==> src/rtl/ocs_ctrl_pkg.sv <==
// Shared OCS control-path definitions: frame subtype codes, broadcast MAC,
// RX parser state encoding. The TX-side frame builders use the same codes.
package ocs_ctrl_pkg;

   localparam logic [7:0]  ST_SLAVE_TS  = 8'h01;
   localparam logic [7:0]  ST_RETURN_TS = 8'h02;
   localparam logic [7:0]  ST_STD_TIME  = 8'h03;
   localparam logic [7:0]  ST_SYN_START = 8'h04;
   localparam logic [7:0]  ST_SYN_STOP  = 8'h05;

   localparam logic [47:0] BCAST_MAC    = 48'hFFFF_FFFF_FFFF;

   typedef enum logic [2:0] {
      S_IDLE,
      S_HDR,
      S_PAYLOAD,
      S_TAIL,
      S_DROP
   } rx_state_e;

   // True for the subtypes the parser knows how to commit.
   function automatic logic subtype_ok(input logic [7:0] st);
      return (st >= ST_SLAVE_TS) && (st <= ST_SYN_STOP);
   endfunction

endpackage

==> src/rtl/ocs_ctrl_rx_parser_if.sv <==
// AXI-stream beat bundle from the 10G MAC RX into the control parser.
// No tready: the consumer never back-pressures.
interface ocs_ctrl_rx_parser_if;
   logic        tvalid;
   logic [63:0] tdata;
   logic        tlast;
   logic [7:0]  tkeep;
   logic        tuser;

   modport master (output tvalid, tdata, tlast, tkeep, tuser);
   modport slave  (input  tvalid, tdata, tlast, tkeep, tuser);
endinterface

==> src/rtl/ocs_ctrl_rx_parser.sv <==
// OCS control RX parser: filters MAC RX frames by destination MAC and
// EtherType, then commits timestamp / standard time / slot id / sync-start
// results one cycle after the last beat of a good frame.
module ocs_ctrl_rx_parser
   import ocs_ctrl_pkg::*;
#(
   parameter logic [15:0] P_SLOT_ID_TYPE = 16'hff03,
   parameter logic [47:0] P_MY_MAC       = 48'h8D_BC_5C_4A_1A_1F,
   parameter logic [7:0]  P_MAX_BEATS    = 8'd16
) (
   input  logic                       i_clk,
   input  logic                       i_rst,
   ocs_ctrl_rx_parser_if.slave        s_ctrl_rx_axis,
   output logic [63:0]                o_recv_time_stamp,
   output logic                       o_recv_ts_valid,
   output logic [63:0]                o_recv_return_ts,
   output logic                       o_recv_return_valid,
   output logic [63:0]                o_recv_std_time,
   output logic                       o_recv_std_valid,
   output logic [7:0]                 o_cur_slot_id,
   output logic                       o_syn_start,
   output logic [15:0]                o_drop_cnt
);

   rx_state_e   state;
   logic [7:0]  beat_cnt;     // beats already consumed in the current frame
   logic [7:0]  beat_num;     // 1-based index of the beat on the bus now
   logic [7:0]  subtype_q;
   logic [7:0]  slot_q;
   logic [63:0] payload_q;

   logic        fin;
   logic        dst_ok;
   logic        hdr_ok;
   logic        over_len;
   logic        commit;
   logic        drop;
   logic [63:0] commit_data;

   assign beat_num = (beat_cnt == 8'hFF) ? 8'hFF : beat_cnt + 8'd1;
   assign over_len = beat_num > P_MAX_BEATS;
   assign fin      = s_ctrl_rx_axis.tvalid & s_ctrl_rx_axis.tlast;
   assign dst_ok   = (s_ctrl_rx_axis.tdata[63:16] == P_MY_MAC) ||
                     (s_ctrl_rx_axis.tdata[63:16] == BCAST_MAC);
   assign hdr_ok   = (s_ctrl_rx_axis.tdata[31:16] == P_SLOT_ID_TYPE) &&
                     subtype_ok(s_ctrl_rx_axis.tdata[15:8]);

   // A 3-beat frame ends on the payload beat itself, so every payload byte
   // must be present there; padding beats carry nothing, so their tkeep is moot.
   assign commit = fin && !s_ctrl_rx_axis.tuser &&
                   (((state == S_PAYLOAD) && (s_ctrl_rx_axis.tkeep == 8'hFF)) ||
                    ((state == S_TAIL) && !over_len));
   // Every other frame end (runt, bad header, error, over-length) is a discard.
   assign drop   = fin && !commit;

   assign commit_data = (state == S_PAYLOAD) ? s_ctrl_rx_axis.tdata : payload_q;

   // Frame FSM, header capture and registered result outputs.
   always_ff @(posedge i_clk) begin
      if (i_rst) begin
         state               <= S_IDLE;
         beat_cnt            <= 8'd0;
         subtype_q           <= 8'd0;
         slot_q              <= 8'd0;
         payload_q           <= 64'd0;
         o_recv_time_stamp   <= 64'd0;
         o_recv_ts_valid     <= 1'b0;
         o_recv_return_ts    <= 64'd0;
         o_recv_return_valid <= 1'b0;
         o_recv_std_time     <= 64'd0;
         o_recv_std_valid    <= 1'b0;
         o_cur_slot_id       <= 8'd0;
         o_syn_start         <= 1'b0;
         o_drop_cnt          <= 16'd0;
      end else begin
         o_recv_ts_valid     <= 1'b0;
         o_recv_return_valid <= 1'b0;
         o_recv_std_valid    <= 1'b0;

         if (s_ctrl_rx_axis.tvalid) begin
            beat_cnt <= s_ctrl_rx_axis.tlast ? 8'd0 : beat_num;
            if (fin) begin
               state <= S_IDLE;
            end else begin
               case (state)
                  S_IDLE:    state <= dst_ok ? S_HDR : S_DROP;
                  S_HDR:     state <= hdr_ok ? S_PAYLOAD : S_DROP;
                  S_PAYLOAD: state <= S_TAIL;
                  S_TAIL:    state <= over_len ? S_DROP : S_TAIL;
                  default:   state <= S_DROP;
               endcase
            end
            if (state == S_HDR) begin
               subtype_q <= s_ctrl_rx_axis.tdata[15:8];
               slot_q    <= s_ctrl_rx_axis.tdata[7:0];
            end
            if (state == S_PAYLOAD)
               payload_q <= s_ctrl_rx_axis.tdata;
         end

         if (drop && (o_drop_cnt != 16'hFFFF))
            o_drop_cnt <= o_drop_cnt + 16'd1;

         if (commit) begin
            o_cur_slot_id <= slot_q;
            case (subtype_q)
               ST_SLAVE_TS: begin
                  o_recv_time_stamp <= commit_data;
                  o_recv_ts_valid   <= 1'b1;
               end
               ST_RETURN_TS: begin
                  o_recv_return_ts    <= commit_data;
                  o_recv_return_valid <= 1'b1;
               end
               ST_STD_TIME: begin
                  o_recv_std_time  <= commit_data;
                  o_recv_std_valid <= 1'b1;
               end
               ST_SYN_START: o_syn_start <= 1'b1;
               ST_SYN_STOP:  o_syn_start <= 1'b0;
               default: ;
            endcase
         end
      end
   end

endmodule

==> src/flat_wrapper.sv <==
// flat-port wrapper written by rule: the top's interface ports become plain ports
module ocs_ctrl_rx_parser_flat import ocs_ctrl_pkg::*;
#(
   parameter logic [15:0] P_SLOT_ID_TYPE = 16'hff03,
   parameter logic [47:0] P_MY_MAC       = 48'h8D_BC_5C_4A_1A_1F,
   parameter logic [7:0]  P_MAX_BEATS    = 8'd16
)
  (i_clk, i_rst, o_recv_time_stamp, o_recv_ts_valid, o_recv_return_ts, o_recv_return_valid, o_recv_std_time, o_recv_std_valid, o_cur_slot_id, o_syn_start, o_drop_cnt, s_ctrl_rx_axis_tvalid, s_ctrl_rx_axis_tdata, s_ctrl_rx_axis_tlast, s_ctrl_rx_axis_tkeep, s_ctrl_rx_axis_tuser);
  ocs_ctrl_rx_parser_if s_ctrl_rx_axis_i ();
  input  logic i_clk;
  input  logic i_rst;
  output logic [63:0] o_recv_time_stamp;
  output logic o_recv_ts_valid;
  output logic [63:0] o_recv_return_ts;
  output logic o_recv_return_valid;
  output logic [63:0] o_recv_std_time;
  output logic o_recv_std_valid;
  output logic [7:0] o_cur_slot_id;
  output logic o_syn_start;
  output logic [15:0] o_drop_cnt;
  input wire logic [$bits(s_ctrl_rx_axis_i.tvalid)-1:0] s_ctrl_rx_axis_tvalid;
  input wire logic [$bits(s_ctrl_rx_axis_i.tdata)-1:0] s_ctrl_rx_axis_tdata;
  input wire logic [$bits(s_ctrl_rx_axis_i.tlast)-1:0] s_ctrl_rx_axis_tlast;
  input wire logic [$bits(s_ctrl_rx_axis_i.tkeep)-1:0] s_ctrl_rx_axis_tkeep;
  input wire logic [$bits(s_ctrl_rx_axis_i.tuser)-1:0] s_ctrl_rx_axis_tuser;
  assign s_ctrl_rx_axis_i.tvalid = s_ctrl_rx_axis_tvalid;
  assign s_ctrl_rx_axis_i.tdata = s_ctrl_rx_axis_tdata;
  assign s_ctrl_rx_axis_i.tlast = s_ctrl_rx_axis_tlast;
  assign s_ctrl_rx_axis_i.tkeep = s_ctrl_rx_axis_tkeep;
  assign s_ctrl_rx_axis_i.tuser = s_ctrl_rx_axis_tuser;
  ocs_ctrl_rx_parser #(.P_SLOT_ID_TYPE(P_SLOT_ID_TYPE), .P_MY_MAC(P_MY_MAC), .P_MAX_BEATS(P_MAX_BEATS)) u_core (.i_clk(i_clk), .i_rst(i_rst), .s_ctrl_rx_axis(s_ctrl_rx_axis_i), .o_recv_time_stamp(o_recv_time_stamp), .o_recv_ts_valid(o_recv_ts_valid), .o_recv_return_ts(o_recv_return_ts), .o_recv_return_valid(o_recv_return_valid), .o_recv_std_time(o_recv_std_time), .o_recv_std_valid(o_recv_std_valid), .o_cur_slot_id(o_cur_slot_id), .o_syn_start(o_syn_start), .o_drop_cnt(o_drop_cnt));
endmodule
==> config.mk <==
export PLATFORM = sky130hd
export DESIGN_NAME = ocs_ctrl_rx_parser_flat
export DESIGN_NICKNAME = d
export VERILOG_FILES = /design/src/rtl/ocs_ctrl_pkg.sv /design/src/rtl/ocs_ctrl_rx_parser_if.sv /design/src/rtl/ocs_ctrl_rx_parser.sv /design/src/flat_wrapper.sv
export SDC_FILE = /design/constraint.sdc
export NUM_CORES = 1
export LEC_CHECK = 0
export CORE_MARGIN = 4
export CORE_UTILIZATION = 26
export CTS_CLUSTER_DIAMETER = 30
export DETAILED_ROUTE_END_ITERATION = 10
export HOLD_SLACK_MARGIN = 0.02
export SYNTH_ARGS = -nofsm -noshare
export SYNTH_HDL_FRONTEND = slang
export SYNTH_SLANG_ARGS = --single-unit
==> constraint.sdc <==
create_clock -name i_clk -period 4.2 [get_ports i_clk]
set_clock_uncertainty 0.2 [all_clocks]
set_input_delay 0.84 -clock i_clk [delete_from_list [all_inputs] [get_ports i_clk]]
set_output_delay 0.84 -clock i_clk [all_outputs]
set_load 0.02 [all_outputs]
==> reports/results.txt <==
status = complete, no violations
Net Count, Synth = 1,415
Seq/Total Area, Yosys = 51.5%
wire per inst = 17.8 µm
Die Ht = 224 µm
DRT iter0 DRCs = 562
EDFF count, synth = 0
Post-Place Cells = 2,138
Core Area = 45,700 µm²
Mapped Cells = 1,336
RSZ-0062 raised after global routing = no
Main synth FF type = dfxtp_1
Sink Count = 311
hold violation count in the final report = 0
vias in the first global route = 10,800
global-route wire length before repair = 62.5 mm
Largest delay share family, worst path = simple AND/OR/NAND/NOR gates
Netlist cell types = 54
Slew @ Worst Pin = 0.880 ns
WHS = 0.250 ns
CTS tree = done
max-cap violation count = 0
synthesized cell area = 12,100 µm²
I/O Pins = 297
worst vdd ir = 0.000444 V
CTS clock-pin slew for the worst setup and hold paths = 0.05 ns
final std cells w/o fill = 2,286
Skew-Pair Late Insertion Delay = 0.58 ns
crit start category = flip-flop
final period utilization = 84.2%
# rows = 78
slew margin rel. = 41.3%
area grow syn2layout = 51.2%
Final TNS setup = 0 ns
Nets = 1,701
Yosys warning count = 0
post-cts resize count = 0
Root Driver = clkbuf_16
Setup violations, final = 0
die area = 50,000 µm²
Global Route Usage Sum = 15.6%
CP max-delay cell = or3_1
average size of a mapped cell = 9.05 µm²
Slew Limit Fails = 0
Via density = 4.77
initial antenna violation count = 1
share of cells above drive strength 1 = 10.2%
Synth async-reset ratio = 0%
DP HPWL = 27.2 mm
Max stage delay on crit path = 0.57 ns
cells along the critical path = ha_1 > or4b_1 > o22ai_2 > o32ai_1 > or3_1 > a211oi_4 > buf_12 > nor2_1 > a211oi_1
critical path fanouts, max = 86
Critical Path RT = 4.48 ns
ANT nets after route = 0
clk buf depth = 3
largest net degree at the start of global routing = 122
fin util = 40.0%
CTS buffer count = 82
setup bufs post-CTS = 0
Initial Util = 26.5%
Port Buffers = 296
DRT Wirelength = 40.6 mm
remaining global-route overflow = 0
DRC violations left = 0
via count = 10,900
hold_buf cts = 0
Fmax achieved = 283 MHz
drt pass-1 iters = 5
crit path buf inv count = 1
DP Area = 15,500 µm²
Period minus WS final = 3.54 ns
Crit Path Category = reg2reg
LEAKAGE = 5.92 nW
H-tree Lvls = 3
Pwr Density = 517 nW/µm²
Final Wtd Congestion = 0.830
hold crit path type = reg2reg
Worst setup EP type = flip-flop
die width = 224 µm
design area = 18,300 µm²
synthesized flop and latch total = 311
critical path data arrival time = 3.82 ns
# fillers = 4,471
-- kinds of logic after synthesis --
logic type | Yosys count | synth area share (%)
flops | 311 | 51.5
mux | 77 | 6.37
compound gates | 333 | 19.2
simple gates | 480 | 16.5
fa+ha+maj | 2 | 0.207
buf+inv | 119 | 5.17
xor+xnor | 14 | 1.01
-- metal layers --
metal  vias up  global-route usage, %  wire length [µm]
li1       5342                      -                 -
met4         0                   5.33              1110
met1      5175                   18.8             17000
met3        75                   5.94              3160
met5         -                      0                 0
met2       316                   25.8             19400
-- registers in the layout, indices dropped and copies added, names as in the netlist --
signal / cells
u_core.o_recv_ts_valid: 1
u_core.o_recv_return_valid: 1
u_core.o_recv_std_valid: 1
u_core.o_recv_time_stamp: 64
u_core.o_recv_return_ts: 64
u_core.state: 3
u_core.beat_cnt: 8
u_core.o_cur_slot_id: 8
u_core.slot_q: 8
u_core.o_recv_std_time: 64
u_core.payload_q: 64
u_core.o_drop_cnt: 16
u_core.subtype_q: 8
u_core.o_syn_start: 1
-- worst min-delay path, stage by stage (launching register included) --
cell and delay [ns]:
dfxtp_1 0.30, nand2_1 0.05, a21oi_1 0.05
-- layout by cell type (no fill, tap or decap), types with 3 or more instances in the layout --
cell / count
clkbuf_1: 12
nand4_1: 12
nor2b_1: 5
dfxtp_1: 311
or3_1: 6
inv_6: 3
a211oi_1: 195
a211oi_4: 3
nand2_1: 174
a211oi_2: 7
and3_1: 5
clkbuf_16: 83
o21ai_0: 4
mux2i_1: 77
clkinvlp_4: 7
clkinv_4: 3
clkinv_2: 17
nor2_1: 225
a21oi_1: 94
xnor2_1: 12
clkdlybuf4s50_1: 295
a2111oi_0: 6
nor4_1: 6
nor3_1: 7
a21o_1: 4
bufinv_16: 11
buf_4: 10
nand3_1: 19
or4_1: 5
buf_12: 8
inv_1: 7
clkbuf_8: 11
-- metrics by stage --
step           total power [mW]  worst slack [ns]
3_5_place_dp               3.23             0.667
6_report                   9.45             0.662
5_1_grt                    9.75             0.443
4_1_cts                    9.57             0.656
2_1_floorplan              3.10              1.19
3_3_place_gp               3.23             0.708
-- area by class of cell --
class                      count  area, µm²  area share [%]
clock inverter                41        520            2.85
inverter                       7       26.3           0.144
tap                          600        751            4.11
sequential                   311       6230            34.0
clock buffer                 106       2270            12.4
multi-input combinational    906       5280            28.9
antenna                        1       2.50          0.0137
timing repair buffer         314       3200            17.5
-- cells in the mapped netlist (3+ instances only) --
master,number,area share (%)
nor2_1,225,7.0
a211oi_1,195,12
nor2b_1,5,0.26
buf_4,3,0.19
buf_2,26,1.1
mux2i_1,77,6.4
nor4_1,6,0.31
or3_1,6,0.31
buf_6,18,1.7
buf_1,3,0.093
clkbuf_1,62,1.9
a21oi_1,94,3.9
and3_1,5,0.26
a211oi_2,10,1.0
a2111oi_0,6,0.43
or4_1,5,0.31
nand2_1,175,5.4
nor3_1,8,0.33
inv_1,7,0.22
dfxtp_1,311,51
a21o_1,4,0.25
o21ai_0,4,0.17
nand3_1,19,0.79
xnor2_1,12,0.87
nand4_1,12,0.62
-- final timing paths --
path / from / end / slack [ns] / cells after the start
worst max-delay path: u_core.beat_cnt[0] / u_core.o_recv_time_stamp[14] / 0.66 / 9
worst min-delay path: u_core.payload_q[23] / u_core.payload_q[23] / 0.25 / 2
worst max register to register: u_core.beat_cnt[0] / u_core.o_recv_time_stamp[14] / 0.66 / 9
worst min register to register: u_core.payload_q[23] / u_core.payload_q[23] / 0.25 / 2
-- power breakdown --
group          internal [mW]  switching, mW
Clock                   4.44           1.83
Combinational         0.0906          0.118
Sequential              2.97        0.00543
(Power assumes the default switching activity.)
